### src/rtl/ac_reg.sv
// Accumulator register of the simple datapath CPU: loads the bus on a write strobe,
// gates its contents onto the bus while the read strobe is high, and drives zero/negative flags.
module ac_reg #(
  parameter int unsigned     WIDTH       = 8,
  parameter logic [WIDTH-1:0] RESET_VALUE = '0
) (
  input  logic             clk,
  input  logic             reset,
  input  logic [WIDTH-1:0] ac_in,
  input  logic             wac,
  input  logic             rac,
  output logic [WIDTH-1:0] ac_out,
  output logic             ac_zero,
  output logic             ac_neg
);

  logic [WIDTH-1:0] ac_q;
  logic [WIDTH-1:0] ac_d;

  always_comb begin
    ac_d = ac_q;
    if (wac) begin
      ac_d = ac_in;
    end
  end

  always_ff @(posedge clk or posedge reset) begin
    if (reset) begin
      ac_q <= RESET_VALUE;
    end else begin
      ac_q <= ac_d;
    end
  end

  // Bus side is gated to zero rather than tri-stated; flags ignore rac.
  always_comb begin
    ac_out  = rac ? ac_q : '0;
    ac_zero = (ac_q == '0);
    ac_neg  = ac_q[WIDTH-1];
  end

endmodule

### config.mk
export PLATFORM = sky130hd
export DESIGN_NAME = ac_reg
export DESIGN_NICKNAME = d
export VERILOG_FILES = /design/src/rtl/ac_reg.sv
export SDC_FILE = /design/constraint.sdc
export NUM_CORES = 1
export LEC_CHECK = 0
export ABC_AREA = 0
export ABC_CLOCK_PERIOD_IN_PS = 1700
export BUFFER_PORTS_ARGS = -buffer_cell sky130_fd_sc_hd__buf_4
export CORE_AREA = 2 2 39 41
export CTS_CLUSTER_DIAMETER = 40
export DETAILED_ROUTE_END_ITERATION = 8
export DIE_AREA = 0 0 41 43
export PLACE_DENSITY = 0.6
export SETUP_SLACK_MARGIN = 0.15
export SKIP_LAST_GASP = 1
export SLEW_MARGIN = 15
export SYNTH_ARGS = -nofsm -noshare
export SYNTH_HDL_FRONTEND = slang
export SYNTH_SLANG_ARGS = --single-unit
### constraint.sdc
create_clock -name clk -period 1.7 [get_ports clk]
set_input_delay 0.34 -clock clk [delete_from_list [all_inputs] [get_ports clk]]
set_output_delay 0.34 -clock clk [all_outputs]
set_load 0.02 [all_outputs]
==> run_results.csv, run 1 <==
group,metric,value,unit
pwr,powerDensity,812,nW/um^2
route,drc_errors,0,
place,place_ws,202,ps
route,vias,287,
pwr,fin_total_pwr,0.486,mW
die,initial_core_util,0.267,
sta,max_freq,577,MHz
place,place_congestion,0.690,
die,die_y,43,um
clocking,clockBufferDepth,2,
layout,ff_latch_area,200,um^2
worst_hold_path,hold_class,"input port to asynchronous set/reset pin",
route,wl,726,um
die,core.rowCount,14,
clocking,root_buffer,"clkbuf_4",
setup_path,cp-start-kind,"flip-flop",
status,violations,"setup timing",
route,vias_per_cell,4.10,
setup_path,cp_max_fo,2,
layout,largest_registers,"ac_q: 8 flops",
logic_synthesis,syn_nets,41,
setup_path,path_class,"flip-flop to primary output",
logic_synthesis,synth-simple-area-share,0.190,
logic_synthesis,postSynthAreaPerCell,12.7,um^2
sta,hold_violations,0,
die,die_w,41,um
logic_synthesis,synth_compound_area_frac,0,
setup_path,critical_path_required,1360,ps
global_routing,grt_overflow,0,
setup_path,crit_path_cell_trace,"or4_4 -> nor2_4 -> buf_6",
sta,maxSlewHeadroom,0.800,
setup_path,worstReg2RegStart,"ac_q[5]",
logic_synthesis,synth-adder-area-share,0,
layout,mostFrequentLayoutCell,"buf_4",
clocking,clock-sinks,8,
place,io_buffers,21,
setup_path,r2r.worst_path.cells,2,
clocking,clk_latency,250,ps
sta,fin_tns_setup,-31.9,ps
route,initialDrtViolationCount,2,
sta,holdWs,29.4,ps
setup_path,arrival,1390,ps
setup_path,crit_path_top_delay_cell,"or4_4",
sta,rsz0062_at_grt,"true",
clocking,cts_inserted_buffers,3,
layout,fill_cells,138,
layout,layout.nets,68,
layout,n_antenna_cell,0,
job,drv_cap,0,
layout,layout_common_cells,"buf_4, mux2_2, dfrtp_1",
logic_synthesis,muxShareOfSynthArea,0.244,
route,ant_nets,0,
sta,min_period,1730,ps
pwr,leakagePower,0.286,nW
status,status,"finished, violations left",
route,wl_per_cell,10.4,um
layout,postLayoutCoreUtil,0.432,
logic_synthesis,synth-seq-area-share,0.542,
pwr,ir_drop,339,uV
logic_synthesis,synthDistinctLibCells,8,
route,first_pass_iters,2,
setup_path,end_kind,"primary output",
setup_path,crit_start,"ac_q[5]",
setup_path,r2r_setup_slack,820,ps
setup_path,max_stage_delay,550,ps
clocking,h-tree-depth,1,
layout,largest_register,"ac_q",
logic_synthesis,syn_inst,29,
die,io_pins,22,
layout,largest_reg_flops,8,
sta,fin_skew,0,ps
die,die-area,1760,um^2
logic_synthesis,ys_warn_count,0,
sta,slew_viol_final,0,
logic_synthesis,synth-seq-cells,8,
global_routing,grt_max_degree,9,
clocking,clkTransAtPathRegs,50,ps
sta,setup_ws,-31.9,ps
sta,fin_crit_sh,1.02,
global_routing,grt_pass1_wl,1.12,mm
global_routing,grt_util_all_layers,0.104,
logic_synthesis,synthXorXnorAreaFrac,0,
clocking,cts_tree,"done",
global_routing,antenna_found_initial,0,
clocking,cts_hold_buf,0,
layout,multiInputGateArea,175,um^2
layout,layout-drive-gt1-share,0.704,
die,core_area,1380,um^2
setup_path,cp-endpoint,"ac_zero",
logic_synthesis,syn_area,369,um^2
global_routing,grt_pass1_vias,271,
layout,syn_to_final_growth,62.0,%
sta,finalSetupViolCount,1,
sta,tightest_slew,300,ps
logic_synthesis,synth_top_family_by_area,"multiplexers",
setup_path,rr_endpoint,"ac_q[5]",
==> critical path, delay by kind of cell (launching register included) <==
kind	cells	cell delay (ps)
buf+inv	1	110
flops	1	380
simple gates	2	640
==> cell families (layout without fill, tap and decap cells) <==
logic type / Yosys count / count (layout)
buffers and inverters: 2 / 27
and+or+nand+nor: 11 / 11
muxes: 8 / 8
DFF: 8 / 8
==> worst min-delay path by stage <==
stage                    to  slack, ps  depth (start not counted)
global placement    ac_q[5]        310                          2
finish              ac_q[5]         30                          2
global route        ac_q[7]         60                          2
detailed placement  ac_q[7]        310                          2
CTS                 ac_q[5]         40                          2
floorplan           ac_q[0]        160                          1
==> cells in the mapped netlist (all sizes together) <==
library cell,n,area share
and2,8,0.14
dfrtp,8,0.54
mux2,8,0.24
or4,2,0.041
buf,1,0.014
inv,1,0.010
nor2,1,0.010
==> metal layers <==
layer | vias up | GRT usage | wire length [um]
met2 | 10 | 0.138 | 342
met5 | - | 0 | 0
met3 | 0 | 0.0471 | 57
li1 | 150 | - | -
met1 | 127 | 0.113 | 326
met4 | 0 | 0.100 | 0
==> power by group <==
group          switching (mW)  internal, mW  total (mW)  leakage [nW]
clock network          0.0617        0.0806       0.142        0.0138
registers              0.0132         0.210       0.223        0.0935
logic                  0.0501        0.0701       0.120         0.179
==> through the flow <==
step	std cells	instance area [um^2]
6_report	70	598
5_1_grt	70	598
4_1_cts	70	598
3_5_place_dp	65	544
3_3_place_gp	65	544
2_1_floorplan	29	372
==> final cells by class <==
class	instances	share of cell area
inverters	1	0.00628
flip-flops and latches	8	0.335
well taps	16	0.0335
multi-input cells	19	0.293
clock buffers	3	0.0377
repair buffers	23	0.295
==> timing repair <==
item                                   CTS  global route
setup endpoints to repair                1             1
endpoints found under the hold margin    0             0
pin swaps                                3             0
setup buffers                            2             0
gates resized for setup                  4             0
Power figures use the tool's default switching activity.
==> run 2, diff against run 1 <==
ABC_CLOCK_PERIOD_IN_PS = 1900   (was 1700)
clock period = 1.9 ns   (was 1.7 ns; I/O delays follow)
==> run 2 against run 1 <==
Compared with the run above: the flow now finishes without violations; core utilization decreased by 1.6 points; register-to-register slack improved by 200 ps; critical path depth is the same; critical endpoint unchanged.
==> run_results.csv, run 2 (synthesis results as in run 1) <==
group,metric,value,unit
setup_path,rr_endpoint,"ac_q[3]",
sta,fin_skew,0,ps
setup_path,cp-start-kind,"flip-flop",
clocking,clock-sinks,8,
setup_path,r2r.worst_path.cells,2,
clocking,clk_latency,240,ps
layout,syn_to_final_growth,55.9,%
layout,largest_register,"ac_q",
die,core_area,1380,um^2
sta,hold_violations,0,
global_routing,grt_max_degree,9,
clocking,cts_hold_buf,0,
place,dp_hpwl,627,um
global_routing,grt_pass1_wl,1.10,mm
route,vias,288,
layout,largest_reg_flops,8,
layout,postLayoutCoreUtil,0.416,
layout,layout_common_cells,"buf_4, mux2_2, dfrtp_1",
pwr,fin_total_pwr,0.426,mW
pwr,ir_drop,255,uV
setup_path,crit_start,"ac_q[3]",
die,io_pins,22,
layout,layout-drive-gt1-share,0.660,
sta,setup_ws,119,ps
pwr,powerDensity,741,nW/um^2
sta,slew_viol_final,0,
clocking,h-tree-depth,1,
global_routing,grt_util_all_layers,0.0962,
setup_path,crit_path_top_delay_cell,"or4_4",
sta,finalSetupViolCount,0,
clocking,clockBufferDepth,2,
setup_path,crit_path_cell_trace,"or4_4 -> nor2_1 -> buf_4",
die,die_w,41,um
place,dp.cells,65,
setup_path,max_stage_delay,530,ps
die,core.rowCount,14,
sta,maxSlewHeadroom,0.793,
setup_path,critical_path_required,1520,ps
clocking,clkTransAtPathRegs,50,ps
worst_hold_path,hold_class,"input port to asynchronous set/reset pin",
layout,instances_no_fill,69,
place,place_congestion,0.640,
clocking,root_buffer,"clkbuf_4",
setup_path,end_kind,"primary output",
setup_path,r2r_setup_slack,1020,ps
setup_path,path_class,"flip-flop to primary output",
layout,fill_cells,133,
clocking,cts_inserted_buffers,3,
sta,fin_crit_sh,0.937,
sta,max_freq,562,MHz
setup_path,arrival,1400,ps
layout,n_antenna_cell,0,
route,wl,777,um
job,drv_cap,0,
clocking,cts_tree,"done",
die,die-area,1760,um^2
layout,ff_latch_area,200,um^2
route,wl_per_cell,11.3,um
layout,multiInputGateArea,164,um^2
setup_path,cp_max_fo,2,
place,place_ws,344,ps
sta,rsz0062_at_grt,"true",
route,vias_per_cell,4.17,
route,first_pass_iters,1,
die,initial_core_util,0.267,
setup_path,cp-endpoint,"ac_zero",
layout,layout.nets,67,
die,die_y,43,um
status,status,"completed",
layout,mostFrequentLayoutCell,"buf_4",
route,initialDrtViolationCount,0,
route,ant_nets,0,
global_routing,grt_pass1_vias,283,
sta,tightest_slew,310,ps
place,io_buffers,21,
setup_path,worstReg2RegStart,"ac_q[3]",
sta,fin_tns_setup,0,ps
global_routing,grt_overflow,0,
pwr,leakagePower,0.279,nW
sta,min_period,1780,ps
layout,largest_registers,"ac_q: 8 flops",
route,drc_errors,0,
global_routing,antenna_found_initial,0,
-- run 2: cell types whose count changed in the layout (fill, tap and decap cells not counted) --
cell    before  now
or4_4        2    1
or4_1        0    1
nor2_1       0    1
buf_6        1    0
nor2_4       1    0
-- run 2: where the power goes --
group / total (mW) / switching, mW / internal (mW) / leakage, nW
Sequential: 0.199 / 0.0115 / 0.188 / 0.0935
Combinational: 0.103 / 0.0442 / 0.0590 / 0.172
Clock: 0.124 / 0.0519 / 0.0719 / 0.0138
Total: 0.426 / 0.108 / 0.319 / 0.279
-- run 2: cell type report --
cell class / instances / share of cell area
Sequential cell: 8 / 0.348
Timing Repair Buffer: 22 / 0.287
Multi-Input combinational cell: 19 / 0.285
Clock buffer: 3 / 0.0391
Tap cell: 16 / 0.0348
Inverter: 1 / 0.00652
-- run 2: routing by layer --
metal  up-vias  wire (um)  GRT usage
met3         0        111     0.0314
li1        148          -          -
met4         0          0     0.0600
met2        21        319      0.138
met1       119        346      0.119
met5         -          0          0
-- run 2: per-stage QoR --
stage                     hold slack [ps]  area, um^2
after CTS                            88.3         572
after floorplan                       196         369
after global placement                347         542
after detailed placement              355         542
after global routing                  100         576
final                                81.1         576
-- run 2: worst min-delay path by stage --
stage / slack, ps / cells past startpoint / startpoint / endpoint
after global routing: 100 / 2 / reset / ac_q[2]
after detailed placement: 350 / 2 / reset / ac_q[3]
after CTS: 90 / 2 / reset / ac_q[2]
final: 80 / 2 / reset / ac_q[3]
after global placement: 350 / 2 / reset / ac_q[3]
after floorplan: 200 / 1 / reset / ac_q[0]
-- run 2: critical path: cells and delay by family (launching register included) --
family,cells,cell delay (ps)
DFF,1,380
and+or+nand+nor,2,630
buffers and inverters,1,150
-- run 2: repair_timing --
action / 4_1_cts / 5_1_grt
pin swaps: 2 / 2
resized for setup: 0 / 1
endpoints found under the setup margin: 1 / 1
buffers inserted: 1 / 0
==> run 3, diff against run 2 <==
GPL_TIMING_DRIVEN = 0   (was not set)
==> run 3 against run 2 <==
Compared with the run above: global-route usage up 1.5 points; clock skew unchanged; design area up 2.2%; maximum frequency down 1.5%; core utilization up 0.90 points; clock-buffer cell count unchanged; critical endpoint unchanged.
==> run_results.csv, run 3 (synthesis results as in run 1) <==
group,metric,value,unit
clocking,cts_inserted_buffers,3,
status,status,"completed",
layout,largest_register,"ac_q",
layout,mostFrequentLayoutCell,"buf_4",
global_routing,grt_max_degree,9,
global_routing,grt_pass1_wl,1.27,mm
setup_path,cp-endpoint,"ac_zero",
global_routing,grt_pass1_vias,303,
setup_path,arrival,1430,ps
setup_path,r2r_setup_slack,1040,ps
place,io_buffers,20,
worst_hold_path,hold_class,"input port to asynchronous set/reset pin",
sta,fin_skew,0,ps
sta,tightest_slew,316,ps
layout,layout.nets,67,
route,wl,852,um
clocking,clkTransAtPathRegs,60,ps
die,die_w,41,um
route,wl_per_cell,12.3,um
sta,min_period,1810,ps
sta,maxSlewHeadroom,0.789,
setup_path,crit_start,"ac_q[1]",
setup_path,r2r.worst_path.cells,2,
global_routing,grt_util_all_layers,0.112,
sta,slew_viol_final,0,
layout,fill_cells,148,
place,place_congestion,0.597,
die,core_area,1380,um^2
layout,multiInputGateArea,175,um^2
clocking,clk_latency,250,ps
layout,largest_reg_flops,8,
layout,syn_to_final_growth,59.3,%
sta,hold_violations,0,
layout,largest_registers,"ac_q: 8 flops",
setup_path,critical_path_required,1520,ps
die,io_pins,22,
clocking,h-tree-depth,1,
sta,max_freq,553,MHz
die,initial_core_util,0.267,
sta,fin_crit_sh,0.951,
route,vias_per_cell,4.43,
pwr,fin_total_pwr,0.437,mW
setup_path,cp_max_fo,3,
place,placed_area,539,um^2
setup_path,cp-start-kind,"flip-flop",
clocking,cts_tree,"done",
route,initialDrtViolationCount,1,
layout,layout-drive-gt1-share,0.698,
setup_path,crit_path_cell_trace,"or4_4 -> nor2_4 -> buf_6",
sta,fin_tns_setup,0,ps
route,vias,306,
clocking,root_buffer,"clkbuf_4",
setup_path,max_stage_delay,540,ps
sta,finalSetupViolCount,0,
route,ant_nets,0,
pwr,ir_drop,314,uV
pwr,leakagePower,0.281,nW
pwr,powerDensity,743,nW/um^2
global_routing,grt_overflow,0,
setup_path,worstReg2RegStart,"ac_q[2]",
die,die_y,43,um
clocking,clock-sinks,8,
clocking,clockBufferDepth,2,
global_routing,antenna_found_initial,0,
setup_path,path_class,"flip-flop to primary output",
layout,stdcell_area,588,um^2
layout,ff_latch_area,200,um^2
setup_path,crit_path_top_delay_cell,"or4_4",
die,core.rowCount,14,
die,die-area,1760,um^2
setup_path,rr_endpoint,"ac_q[2]",
route,first_pass_iters,2,
sta,rsz0062_at_grt,"true",
clocking,cts_hold_buf,0,
layout,n_antenna_cell,0,
setup_path,end_kind,"primary output",
layout,layout_common_cells,"buf_4, mux2_2, dfrtp_1",
route,drc_errors,0,
job,drv_cap,0,
run 3: cell count changes in the layout (fill, tap and decap cells not counted):
cell and delta:
buf_4 -2, buf_2 +1, buf_6 +1, nor2_1 -1
nor2_4 +1, or4_1 -1, or4_4 +1
run 3: metal layers:
layer  part of all wire  track usage
met5                  0            0
met4             0.0070        0.100
met3               0.13       0.0366
met2               0.45        0.147
met1               0.41        0.136
run 3: what timing repair did:
item                       in CTS  in global routing
resized for setup               0                  5
setup endpoints to repair       1                  1
pin swaps                       1                  1
buffers inserted                0                  1
hold endpoints to repair        0                  0
run 3: worst max-delay path: cells and delay by family, from the launching register on:
family / cells / cell delay (ps)
buffers and inverters: 1 / 120
flip-flops: 1 / 390
AND/OR/NAND/NOR: 2 / 670
run 3: layout make-up:
type | instances | share of cell area
clock buffer | 3 | 0.0383
inverter | 1 | 0.00638
sequential | 8 | 0.340
timing repair buffer | 21 | 0.274
multi-input combinational | 19 | 0.298
buffer | 1 | 0.00851
tap | 16 | 0.0340
run 3: worst min-delay path by stage:
stage | from | endpoint | slack [ps] | cells past startpoint
finish | reset | ac_q[7] | 70 | 2
floorplan | reset | ac_q[0] | 200 | 1
CTS | reset | ac_q[3] | 80 | 2
global placement | reset | ac_q[3] | 350 | 2
detailed placement | reset | ac_q[3] | 360 | 2
global route | reset | ac_q[3] | 80 | 2
run 3: power by group:
part	internal, mW	leakage, nW	switching, mW
Clock	0.0724	0.0138	0.0598
Combinational	0.0596	0.173	0.0454
Sequential	0.188	0.0935	0.0118
run 3: metrics by stage:
step	setup WS, ps	hold WS (ps)	std cells	util
global placement	369	352	65	0.390
floorplan	284	196	29	-
finish	93.0	73.8	69	0.425
global route	53.3	84.3	69	0.425
detailed placement	373	356	65	0.390
CTS	95.3	79.8	68	0.406
